**src/rtl/dma_priority_arbiter_pkg.sv**
```systemverilog
// Shared definitions for the DMA channel arbiter: FSM state encoding,
// the channel-count ceiling and a modulo-increment helper used when the
// rotating-priority pointer advances past the last channel.
package DmaPackage;

  // Largest channel count the arbiter is meant to be built with.
  localparam int DMA_MAX_CH = 8;

  // Index width able to hold any channel number up to DMA_MAX_CH-1.
  localparam int DMA_CH_W_MAX = $clog2(DMA_MAX_CH);

  typedef enum logic [1:0] {
    ARB_IDLE  = 2'd0,
    ARB_REQ   = 2'd1,
    ARB_SERVE = 2'd2
  } arb_state_e;

  // Modulo increment with an explicit wrap, so it stays correct when
  // num_ch is not a power of two (plain +1 would run past the last channel).
  function automatic logic [DMA_CH_W_MAX-1:0] dma_wrap_inc(
    input logic [DMA_CH_W_MAX-1:0] val,
    input int                      num_ch
  );
    if (int'(val) >= num_ch - 1) begin
      return '0;
    end
    return val + 1'b1;
  endfunction

endpackage

```
**src/rtl/dma_priority_arbiter_if.sv**
```systemverilog
// Bundle of the arbiter's request, configuration, bus-hold and acknowledge
// signals. The slave view belongs to the arbiter; the master view belongs
// to whoever drives the pins and configuration (register block / CPU side).
interface dma_priority_arbiter_if #(
  parameter int NUM_CH = 4
);
  localparam int CH_W = $clog2(NUM_CH);

  // Raw request pins and request qualification controls
  logic [NUM_CH-1:0] DREQ;
  logic              dreqActiveLow;
  logic              dackActiveHigh;
  logic              rotatingPriority;
  logic              ctrlDisable;
  logic [NUM_CH-1:0] maskBits;
  logic [NUM_CH-1:0] swRequest;

  // Bus-hold handshake and end-of-service strobe
  logic              HLDA;
  logic              xferDone;
  logic              HRQ;

  // Grant outputs
  logic [NUM_CH-1:0] DACK;
  logic              grantValid;
  logic [CH_W-1:0]   activeCh;

  modport master (
    output DREQ, dreqActiveLow, dackActiveHigh, rotatingPriority,
           ctrlDisable, maskBits, swRequest, HLDA, xferDone,
    input  HRQ, DACK, grantValid, activeCh
  );

  modport slave (
    input  DREQ, dreqActiveLow, dackActiveHigh, rotatingPriority,
           ctrlDisable, maskBits, swRequest, HLDA, xferDone,
    output HRQ, DACK, grantValid, activeCh
  );

endinterface

```
**src/rtl/dma_priority_arbiter_rr_pick.sv**
```systemverilog
// dma_rr_pick: combinational priority picker. topPtr names the channel
// with the highest priority; priority then falls with increasing index,
// wrapping from NUM_CH-1 back to 0. Driving topPtr with 0 gives plain
// fixed priority (channel 0 highest).
module dma_rr_pick
  import DmaPackage::*;
#(
  parameter  int NUM_CH = 4,
  localparam int CH_W   = $clog2(NUM_CH)
) (
  input  logic [NUM_CH-1:0] req,
  input  logic [CH_W-1:0]   topPtr,
  output logic [CH_W-1:0]   winner,
  output logic              anyReq
);

  // Channel index found 'off' places below the top of the priority order.
  function automatic logic [CH_W-1:0] wrap_add(
    input logic [CH_W-1:0] base,
    input int              off
  );
    int sum;
    sum = int'(base) + off;
    if (sum >= NUM_CH) begin
      sum = sum - NUM_CH;
    end
    return CH_W'(sum);
  endfunction

  // rot_req[k] is the request of the channel at priority rank k (0 = top).
  logic [NUM_CH-1:0] rot_req;
  logic [CH_W-1:0]   rot_idx [NUM_CH];

  genvar gi;
  generate
    for (gi = 0; gi < NUM_CH; gi++) begin : g_rank
      assign rot_idx[gi] = wrap_add(topPtr, gi);
      assign rot_req[gi] = req[rot_idx[gi]];
    end
  endgenerate

  // Lowest rank with a pending request wins; scanning downwards lets the
  // last assignment be the highest-priority hit.
  always_comb begin
    winner = '0;
    for (int i = NUM_CH - 1; i >= 0; i--) begin
      if (rot_req[i]) begin
        winner = rot_idx[i];
      end
    end
  end

  assign anyReq = |req;

endmodule

```
**src/rtl/dma_priority_arbiter.sv**
```systemverilog
// dma_priority_arbiter: qualifies raw DREQ pins with polarity, mask and
// software requests, runs the HRQ/HLDA bus-hold handshake and grants one
// channel at a time until the timing-control block pulses xferDone.
// Optional feature macro: DMA_ROTATING_PRIORITY_EN builds the rotating
// priority pointer; without it arbitration is always fixed (channel 0 first)
// and rotatingPriority is ignored.
module dma_priority_arbiter
  import DmaPackage::*;
#(
  parameter  int NUM_CH = 4,
  localparam int CH_W   = $clog2(NUM_CH)
) (
  input  logic                   CLK,
  input  logic                   RESET,
  dma_priority_arbiter_if.slave  bus
);

  logic [NUM_CH-1:0] eff_req;
  logic [NUM_CH-1:0] req_reg;
  logic [NUM_CH-1:0] ack_vec;

  arb_state_e        state_reg;
  arb_state_e        state_next;
  logic              hrq_reg;
  logic              grant_reg;
  logic [CH_W-1:0]   active_ch_reg;

  logic [CH_W-1:0]   pick_top;
  logic [CH_W-1:0]   pick_winner;
  logic              pick_any;
  logic              latch_grant;
  logic              rotate_en;

  // Software requests bypass both the pin polarity and the hardware mask;
  // the controller disable gates everything.
  assign eff_req = (((bus.DREQ ^ {NUM_CH{bus.dreqActiveLow}}) & ~bus.maskBits)
                    | bus.swRequest) & {NUM_CH{~bus.ctrlDisable}};

  // Sample qualified requests every cycle; arbitration only looks at this copy.
  always_ff @(posedge CLK or posedge RESET) begin
    if (RESET) begin
      req_reg <= '0;
    end else begin
      req_reg <= eff_req;
    end
  end

  dma_rr_pick #(
    .NUM_CH (NUM_CH)
  ) u_pick (
    .req    (req_reg),
    .topPtr (pick_top),
    .winner (pick_winner),
    .anyReq (pick_any)
  );

  // Next-state logic for the hold handshake and service phases.
  always_comb begin
    state_next  = state_reg;
    latch_grant = 1'b0;
    rotate_en   = 1'b0;
    case (state_reg)
      ARB_IDLE: begin
        if (pick_any) begin
          state_next = ARB_REQ;
        end
      end
      ARB_REQ: begin
        // A withdrawn request drops back to idle even if HLDA already arrived.
        if (!pick_any) begin
          state_next = ARB_IDLE;
        end else if (bus.HLDA) begin
          latch_grant = 1'b1;
          state_next  = ARB_SERVE;
        end
      end
      ARB_SERVE: begin
        // Completion takes precedence over a simultaneous HLDA drop.
        if (bus.xferDone) begin
          rotate_en  = 1'b1;
          state_next = ARB_IDLE;
        end else if (!bus.HLDA) begin
          state_next = ARB_IDLE;
        end
      end
      default: begin
        state_next = ARB_IDLE;
      end
    endcase
  end

  // State, hold request and grant flag registers; HRQ and grantValid are
  // decoded from the next state so they come straight out of flops.
  always_ff @(posedge CLK or posedge RESET) begin
    if (RESET) begin
      state_reg <= ARB_IDLE;
      hrq_reg   <= 1'b0;
      grant_reg <= 1'b0;
    end else begin
      state_reg <= state_next;
      hrq_reg   <= (state_next != ARB_IDLE);
      grant_reg <= (state_next == ARB_SERVE);
    end
  end

  // Winner is frozen at grant time so request changes during service
  // cannot move the acknowledge to another channel.
  always_ff @(posedge CLK or posedge RESET) begin
    if (RESET) begin
      active_ch_reg <= '0;
    end else if (latch_grant) begin
      active_ch_reg <= pick_winner;
    end
  end

`ifdef DMA_ROTATING_PRIORITY_EN
  logic [CH_W-1:0] top_ptr_reg;

  // Rotating pointer: after a completed service the channel just served
  // drops to lowest priority. Aborted services leave it alone, and fixed
  // mode pins it at 0 so re-entering rotating mode starts from channel 0.
  always_ff @(posedge CLK or posedge RESET) begin
    if (RESET) begin
      top_ptr_reg <= '0;
    end else if (!bus.rotatingPriority) begin
      top_ptr_reg <= '0;
    end else if (rotate_en) begin
      top_ptr_reg <= CH_W'(dma_wrap_inc(DMA_CH_W_MAX'(active_ch_reg), NUM_CH));
    end
  end

  assign pick_top = top_ptr_reg;
`else
  // Fixed priority only: the mode input and rotation strobe have no effect.
  logic unused_rotation;
  assign unused_rotation = rotate_en ^ bus.rotatingPriority;
  assign pick_top        = '0;
`endif

  // One-hot acknowledge of the serviced channel, all zero outside service.
  genvar gi;
  generate
    for (gi = 0; gi < NUM_CH; gi++) begin : g_ack
      assign ack_vec[gi] = grant_reg && (active_ch_reg == CH_W'(gi));
    end
  endgenerate

  assign bus.DACK       = bus.dackActiveHigh ? ack_vec : ~ack_vec;
  assign bus.HRQ        = hrq_reg;
  assign bus.grantValid = grant_reg;
  assign bus.activeCh   = active_ch_reg;

endmodule

```
**src/flat_wrapper.sv**
```systemverilog
// flat-port wrapper written by rule: the top's interface ports become plain ports
module dma_priority_arbiter_flat import DmaPackage::*;
#(
  parameter  int NUM_CH = 4,
  localparam int CH_W   = $clog2(NUM_CH)
)
  (CLK, RESET, bus_DREQ, bus_dreqActiveLow, bus_dackActiveHigh, bus_rotatingPriority, bus_ctrlDisable, bus_maskBits, bus_swRequest, bus_HLDA, bus_xferDone, bus_HRQ, bus_DACK, bus_grantValid, bus_activeCh);
  dma_priority_arbiter_if #(.NUM_CH(NUM_CH)) bus_i ();
  input  logic CLK;
  input  logic RESET;
  input wire logic [$bits(bus_i.DREQ)-1:0] bus_DREQ;
  input wire logic [$bits(bus_i.dreqActiveLow)-1:0] bus_dreqActiveLow;
  input wire logic [$bits(bus_i.dackActiveHigh)-1:0] bus_dackActiveHigh;
  input wire logic [$bits(bus_i.rotatingPriority)-1:0] bus_rotatingPriority;
  input wire logic [$bits(bus_i.ctrlDisable)-1:0] bus_ctrlDisable;
  input wire logic [$bits(bus_i.maskBits)-1:0] bus_maskBits;
  input wire logic [$bits(bus_i.swRequest)-1:0] bus_swRequest;
  input wire logic [$bits(bus_i.HLDA)-1:0] bus_HLDA;
  input wire logic [$bits(bus_i.xferDone)-1:0] bus_xferDone;
  output wire logic [$bits(bus_i.HRQ)-1:0] bus_HRQ;
  output wire logic [$bits(bus_i.DACK)-1:0] bus_DACK;
  output wire logic [$bits(bus_i.grantValid)-1:0] bus_grantValid;
  output wire logic [$bits(bus_i.activeCh)-1:0] bus_activeCh;
  assign bus_i.DREQ = bus_DREQ;
  assign bus_i.dreqActiveLow = bus_dreqActiveLow;
  assign bus_i.dackActiveHigh = bus_dackActiveHigh;
  assign bus_i.rotatingPriority = bus_rotatingPriority;
  assign bus_i.ctrlDisable = bus_ctrlDisable;
  assign bus_i.maskBits = bus_maskBits;
  assign bus_i.swRequest = bus_swRequest;
  assign bus_i.HLDA = bus_HLDA;
  assign bus_i.xferDone = bus_xferDone;
  assign bus_HRQ = bus_i.HRQ;
  assign bus_DACK = bus_i.DACK;
  assign bus_grantValid = bus_i.grantValid;
  assign bus_activeCh = bus_i.activeCh;
  dma_priority_arbiter #(.NUM_CH(NUM_CH)) u_core (.CLK(CLK), .RESET(RESET), .bus(bus_i));
endmodule
```
**config.mk**
```make
export PLATFORM = sky130hd
export DESIGN_NAME = dma_priority_arbiter_flat
export DESIGN_NICKNAME = d
export VERILOG_FILES = /design/src/rtl/dma_priority_arbiter_pkg.sv /design/src/rtl/dma_priority_arbiter_if.sv /design/src/rtl/dma_priority_arbiter_rr_pick.sv /design/src/rtl/dma_priority_arbiter.sv /design/src/flat_wrapper.sv
export SDC_FILE = /design/constraint.sdc
export NUM_CORES = 1
export LEC_CHECK = 0
export ABC_AREA = 1
export CORE_AREA = 2 2 39 41
export CTS_BUF_LIST = sky130_fd_sc_hd__clkbuf_4 sky130_fd_sc_hd__clkbuf_8
export DETAILED_ROUTE_END_ITERATION = 10
export DIE_AREA = 0 0 41 43
export HOLD_SLACK_MARGIN = 0.08
export PLACE_DENSITY = 0.81
export SLEW_MARGIN = 20
export SYNTH_ARGS = -nofsm -noshare
export SYNTH_HDL_FRONTEND = slang
export SYNTH_SLANG_ARGS = --single-unit
```
**constraint.sdc**
```tcl
create_clock -name CLK -period 2.1 [get_ports CLK]
set_input_delay 0.21 -clock CLK [delete_from_list [all_inputs] [get_ports CLK]]
set_output_delay 0.21 -clock CLK [all_outputs]
set_load 0.05 [all_outputs]
```
==> metrics, run 1 <==
status=completed; Slew HR=about 67%; Fin. Hold Viols=0; YS warnings=0; PD cells=~840 nW/um^2; slowest cell on the critical path=clkdlybuf4s50_1; number of synthesized register bits=10; worst-skew pair later-pin latency=0.26 ns; VDD IR max=between 0.3 and 0.4 mV; final wirelength=around 1.0 mm; core area=1380 sq um; CTS Buf Count=3; DP Area=roughly 820 sq um; fill count=~140; EDFF count, synth=0; post-synthesis area per instance=7.59 sq um; post-synthesis sequential area ratio=roughly 46%; Critical Path Start Type=flip-flop; # clock sinks=10; H-tree depth=1; Worst-Margin Slew=around 0.49 ns; total number of vias=534; synth top area cells=dfrtp_1 46%, nand2_1 14%, inv_1 9.6%; Layout area overhead=53.5%; critical path startpoint=u_core.bus.activeCh[1]; pre-CTS setup slack=~0.67 ns; Synth area leader=dfrtp_1; maximum clock rate=about 0.59 GHz; I/O Pins=28; first-pass GRT wire length=1.87 mm; CTS tree=done; hpwl dp=approximately 900 um; total of max-cap violations=0; Synth async-reset ratio=between 90% and 100%; Setup Viol. Count Final=0; # Post-CTS Setup Buffers=0; Worst EP arrival=roughly 1.5 ns; final cell area excluding filler cells=approximately 840 sq um; WHS=0.213 ns; Pleak=approximately 0.42 nW; total track usage=about 16%; Worst-path clk slew=around 0.060 ns; Crit. End Element=primary output; Syn Std Cell Area=~550 sq um; routed vias/inst=around 4.6; final-stage net count=123; family with the most delay on the worst path=buffers and inverters; initial drt markers=2; WP buf/inv=1; setup TNS=0 ns; FP Rows=14; Remaining Overflow, GRT=0; min-delay worst type=in2async; worst-path fanout max=5; die height=43 um; CP peak stage delay=roughly 0.82 ns; DRC errors left=0; synth cell count leaders=20 x nand2_1, 14 x inv_1, 10 x dfrtp_1; Synth cell types=13; Total Power=roughly 0.7 mW; Critical Path RT=around 1.9 ns; Die X-Extent=a little over 40 um; drt first pass iters=4; RSZ-0062 raised after global routing=no; antenna viol nets, final=0; via count of the first global-routing pass=533; post-synth net total=~90; clock skew=around 0.0047 ns; initial antenna violation count=0; cells along the critical path=clkdlybuf4s50_1; fin. max-slew vios=0; Mapped Cells=slightly above 70; most common cell in the netlist=nand2_1; post-layout minimum cycle time=1.71 ns; starting density of the core=roughly two fifths; global placement routability congestion=around 0.66; CTS Root Cell=clkbuf_4; ant diodes=0; Worst Slack Setup Final=roughly 0.39 ns; fin crit share=approximately four fifths; PostCTS Resize Cnt=0; Crit Path Category=reg2out; Main synth FF type=dfrtp_1; WL/cell=8.78 um; layout cell share with drive strength beyond 1=13.9%; CTS Hold Buffers Added=0; largest net degree at the start of global routing=11; Port Buffers=26; max FFs per register=4; worst r2r src=u_core.req_reg[2]; Clock Tree Buf Depth=2; Die Area=1760 sq um; Yosys top cell area share=around 46%
==> metrics by stage <==
stage,cells,util (%)
floorplan,72,-
global placement,114,59.0
detailed placement,114,59.0
CTS,117,60.7
global route,117,60.7
finish,117,60.7
==> metal layers <==
metal | share of wire [%] | vias up | track usage [%]
met5 | 0 | - | 0
met2 | 61 | 25 | 29.4
li1 | - | 275 | -
met4 | 0.58 | 0 | 12.0
met3 | 7.0 | 2 | 1.57
met1 | 31 | 232 | 13.8
==> layout by cell type (no fill, tap or decap), drive strengths merged <==
cell,n
clkbuf,3
nand2,22
inv,16
a21oi,6
xor2,4
dfrtp,10
nand3,5
nor2,4
clkdlybuf4s50,22
nor3,1
buf,4
nand3b,4
==> cell families (layout without fill, tap and decap cells) <==
logic type | count (synthesis) | count (layout) | synth area share (%)
XOR/XNOR | 4 | 4 | 6.41
buffers and inverters | 16 | 45 | 11.0
AND/OR/NAND/NOR | 36 | 36 | 30.7
flip-flops | 10 | 10 | 45.8
AO/OA/AOI/OAI | 6 | 6 | 6.18
==> final cells by class <==
cell class,instances,area (sq um),share of cell area (%)
clock buffer,3,22.5,2.68
inverter,16,60.1,7.15
multi-input combinational,46,236,28.2
sequential,10,250,29.8
tap,16,20.0,2.38
timing repair buffer,26,250,29.8
==> worst paths after layout <==
check / depth (start not counted) / end / slack, ns
worst min-delay path: 2 / u_core.bus.activeCh[1] / 0.21
worst min register to register: 1 / u_core.state_reg[0] / 0.48
worst max register to register: 6 / u_core.bus.activeCh[1] / 1.13
max in group asynchronous: 2 / u_core.req_reg[2] / 1.63
min in group CLK: 1 / u_core.state_reg[0] / 0.48
worst max-delay path: 1 / bus_activeCh[1] / 0.39
==> where the power goes <==
part,switching [mW],internal [mW],leakage (nW),total (mW)
logic,0.200,0.117,0.283,0.316
registers,0.0329,0.229,0.125,0.261
clock network,0.0591,0.0659,0.0138,0.125
total,0.292,0.411,0.422,0.703
Note: power is estimated with default switching activity, not from simulation.
==> inputs of run 2 (changes only) <==
- CORE_AREA: 2 2 39 41 -> 2 2 42 44
- DIE_AREA: 0 0 41 43 -> 0 0 44 46
- PLACE_DENSITY: 0.81 -> 0.74
- clock period: 2.1 -> 1.5 ns (I/O delays scaled with it)
==> run 2 against run 1 <==
Against the previous run:
- combinational power is 65% higher
- via count is 3.7% higher
- setup slack worse by 0.33 ns
==> metrics, run 2 (synthesis results as in run 1) <==
RSZ-0062 raised after global routing=yes; Crit Path Category=reg2out; Max Used Layer=met3; hpwl dp=~1.0 mm; CTS Root Cell=clkbuf_4; setup TNS=0 ns; Setup Viol. Count Final=0; Pleak=approximately 0.47 nW; Remaining Overflow, GRT=0; global placement routability congestion=0.686; FP Rows=15; WL/cell=about 9.9 um; Die X-Extent=44 um; CP peak stage delay=~0.42 ns; Levels on crit path=4; ant diodes=0; max FFs per register=4; largest net degree at the start of global routing=11; reg2reg setup slack=a little over 0.5 ns; Fin. Hold Viols=0; r2r endpoint=u_core.bus.activeCh[1]; status=completed; Worst-Margin Slew=0.392 ns; WL met1=around 380 um; I/O Pins=28; total of max-cap violations=0; fin. max-slew vios=0; total number of vias=~550; final-stage net count=125; WHS=roughly 0.16 ns; WP buf/inv=2; starting density of the core=between 30% and 40%; commonest non-fill, non-tap cell in the layout=nand2_1; reg2reg path depth=6; cells along the critical path=inv_1, nand3_1, xor2_4, buf_12; min-delay worst type=in2async; via count of the first global-routing pass=between 500 and 600; CTS tree=done; slowest cell on the critical path=dfrtp_1; final cell area excluding filler cells=around 970 sq um; met2 wire length=about 700 um; worst-path fanout max=5; layout cell share with drive strength beyond 1=23.3%; CTS Hold Buffers Added=0; family with the most delay on the worst path=flip-flops; Die Area=2020 sq um; VDD IR max=0.545 mV; first-pass GRT wire length=around 1.9 mm; worst-skew pair later-pin latency=0.26 ns; PD cells=between 1000 and 1500 nW/um^2; total track usage=a little over an eighth; core area=1610 sq um; Crit. End Element=primary output; PostCTS Resize Cnt=0; antenna viol nets, final=0; worst r2r src=u_core.req_reg[0]; DR WL met3=117 um; critical path startpoint=u_core.bus.activeCh[1]; Critical Path RT=around 1.4 ns; most frequent cells in the layout=20 x nand2_1, 18 x clkdlybuf4s50_1, 14 x inv_1; Worst EP arrival=1.28 ns; die height=approximately 46 um; Critical Path Start Type=flip-flop; maximum clock rate=about 0.7 GHz; routed vias/inst=between 4 and 5; Clock Tree Buf Depth=2; DP Area=between 900 and 1000 sq um; # Post-CTS Setup Buffers=0; Port Buffers=26; Worst-path clk slew=0.06 ns; CTS Buf Count=3; initial antenna violation count=0; Worst setup endpoint=bus_DACK[0]; initial drt markers=5; Slew HR=73.9%; DRC errors left=0; final wirelength=1.19 mm; drt first pass iters=4; # clock sinks=10; clock skew=between 0.005 and 0.006 ns; H-tree depth=1; Layout area overhead=77.6%; fin crit share=a little over nine tenths; post-layout minimum cycle time=1.43 ns
-- run 2: worst min-delay path by stage --
stage,from,endpoint,slack (ns),cells after the start
finish,RESET,u_core.bus.activeCh[1],0.16,2
detailed placement,RESET,u_core.state_reg[1],0.45,2
floorplan,RESET,u_core.bus.HRQ,-0.01,1
global route,RESET,u_core.req_reg[0],0.21,2
CTS,RESET,u_core.req_reg[0],0.17,2
global placement,RESET,u_core.state_reg[0],0.44,2
-- run 2: final cells by class --
type,count,area (sq um)
fill,152,643
multi-input combinational,46,312
timing repair buffer,28,305
sequential,10,250
inverter,16,60.1
clock buffer,3,22.5
tap,17,21.3
-- run 2: routing by layer --
layer  global-route usage, %  up-vias
li1                        -      278
met1                    10.4      244
met2                    28.8       32
met3                    2.78        0
met4                    9.09        0
met5                       0        -
-- run 2: stage by stage --
stage / power (mW) / utilization (%) / setup WS (ns) / instances
after floorplan: 0.676 / - / 0.0355 / 72
after detailed placement: 0.899 / 58.8 / 0.212 / 117
final: 1.07 / 60.2 / 0.0651 / 120
after global routing: 1.12 / 60.2 / -0.0256 / 120
after CTS: 1.08 / 60.2 / 0.0427 / 120
after global placement: 0.883 / 58.8 / 0.214 / 117
-- run 2: worst register-to-register path, cell delays in order (launching register included) --
cell and delay [ns]:
dfrtp_1 0.40, nor2_1 0.14, nand2_2 0.08, nand2_2 0.10, inv_2 0.05, nand2_1 0.06
nand2_1 0.05
-- run 2: power breakdown --
group          total, mW  switching, mW  internal (mW)
Sequential         0.369         0.0491          0.320
Combinational      0.520          0.307          0.213
Clock              0.178         0.0857         0.0924
Total               1.07          0.442          0.625
==> inputs of run 3 (changes only) <==
- CORE_AREA: 2 2 42 44 -> 2 2 40 42
- DIE_AREA: 0 0 44 46 -> 0 0 42 44
- PLACE_DENSITY: 0.74 -> 0.78
- clock period: 1.5 -> 1.4 ns (I/O delays scaled with it)
==> run 3 against run 2 <==
Against the previous run:
- sequential share of layout area fell by 2.1 points
- non-clock buffer count rose by 2
- setup slack got worse by 0.045 ns
- worst hold slack got worse by 0.028 ns
- power rose by 30%
- global-route usage rose by 2.2 points
- via count rose by 2.7%
- register-to-register slack got worse by 0.08 ns
- critical path depth did not move
==> metrics, run 3 (synthesis results as in run 1) <==
total number of vias=569; VDD IR max=about 0.73 mV; family with the most delay on the worst path=flip-flops; Pleak=0.499 nW; CTS Buf Count=3; WP buf/inv=2; PD cells=between 1000 and 1500 nW/um^2; layout cell share with drive strength beyond 1=approximately 34%; Worst-Margin Slew=roughly 0.37 ns; commonest non-fill, non-tap cell in the layout=nand2_1; Worst Slack Setup Final=slightly below 0.02 ns; initial drt markers=6; worst-path fanout max=5; Layout area overhead=96.1%; Total Power=about 1.4 mW; most frequent cells in the layout=20 x nand2_1, 18 x clkdlybuf4s50_1, 12 x inv_1; I/O Pins=28; routed vias/inst=between 4 and 5; drt first pass iters=4; slowest cell on the critical path=dfrtp_2; # clock sinks=10; Port Buffers=26; die height=~44 um; reg2reg path depth=6; Fin. Hold Viols=0; CTS Hold Buffers Added=0; CTS tree=done; cells along the critical path=inv_2, nand3_2, xor2_4, buf_12; pre-CTS setup slack=0.132 ns; worst r2r src=u_core.req_reg[2]; fin cells=between 100 and 150; antenna viol nets, final=0; CTS Root Cell=clkbuf_4; initial antenna violation count=0; WL/cell=around 9.7 um; ant diodes=0; max FFs per register=4; maximum clock rate=around 0.72 GHz; Cells after DPL=about 120; core area=approximately 1400 sq um; final cell area excluding filler cells=between 1000 and 1500 sq um; clock skew=around 0.0047 ns; status=completed; Critical Path Start Type=flip-flop; Crit Path Category=reg2out; hpwl dp=937 um; Critical Path RT=1.26 ns; Worst-path clk slew=roughly 0.07 ns; CP peak stage delay=0.44 ns; DRC errors left=0; min-delay worst type=in2async; DP Area=approximately 1000 sq um; global placement routability congestion=approximately 0.7; Crit. End Element=primary output; final wirelength=approximately 1.2 mm; RSZ-0062 raised after global routing=yes; final-stage net count=between 100 and 150; H-tree depth=1; fin. max-slew vios=0; Final Util=between 70% and 80%; Slew HR=about 76%; first-pass GRT wire length=a little over 2 mm; Clock Tree Buf Depth=2; total of max-cap violations=0; starting density of the core=between 30% and 40%; Setup Viol. Count Final=0; fin crit share=98.6%; post-layout minimum cycle time=1.38 ns; worst-skew pair later-pin latency=around 0.27 ns; critical path startpoint=u_core.bus.activeCh[0]; reg2reg setup slack=roughly 0.43 ns; r2r endpoint=u_core.bus.activeCh[0]; Die X-Extent=42 um; Worst setup endpoint=bus_DACK[2]; largest net degree at the start of global routing=11; Remaining Overflow, GRT=0; Die Area=1850 sq um; via count of the first global-routing pass=between 500 and 600; Levels on crit path=4; total track usage=~16%; Worst EP arrival=~1.2 ns; FP Rows=14
## run 3: worst reg2reg max path, stage by stage (launching register included)
cell     delay (ns)
dfrtp_1        0.39
nor2_2         0.15
nand2_2        0.09
nand2_2        0.11
inv_2          0.05
nand2_1        0.05
nand2_1        0.04
## run 3: timing repair
| action | 4_1_cts | 5_1_grt |
|---|---|---|
| endpoints found under the setup margin | 3 | 4 |
| buffers inserted | 3 | 0 |
| resized for setup | 3 | 3 |
## run 3: per-stage QoR
stage	TNS, ns	hold WS (ns)
floorplan	0	-0.0200
global placement	0	0.427
detailed placement	0	0.433
CTS	-0.00528	0.144
global route	-0.142	0.150
finish	0	0.136
## run 3: routing by layer
| layer | share of wire [%] | global-route usage (%) |
|---|---|---|
| met1 | 36 | 13.2 |
| met2 | 56 | 30.3 |
| met3 | 7.9 | 7.92 |
| met4 | 0.84 | 7.74 |
| met5 | 0 | 0 |
## run 3: how the worst min path moves through the flow
stage	startpoint	cells past startpoint	to	slack (ns)
global route	RESET	2	u_core.state_reg[1]	0.15
finish	RESET	2	u_core.state_reg[0]	0.14
floorplan	RESET	1	u_core.bus.HRQ	-0.02
CTS	RESET	2	u_core.state_reg[0]	0.14
global placement	RESET	2	u_core.req_reg[1]	0.43
detailed placement	RESET	2	u_core.state_reg[1]	0.43
## run 3: cell type report
| class | instances | area (sq um) |
|---|---|---|
| inverters | 16 | 60.1 |
| repair buffers | 30 | 370 |
| flip-flops and latches | 10 | 254 |
| multi-input cells | 46 | 332 |
| clock buffers | 4 | 36.3 |
| fillers | 108 | 347 |
| well taps | 16 | 20.0 |
## run 3: power breakdown
part	switching (mW)	internal, mW
clock network	0.0998	0.158
logic	0.365	0.346
registers	0.0686	0.348
total	0.533	0.852
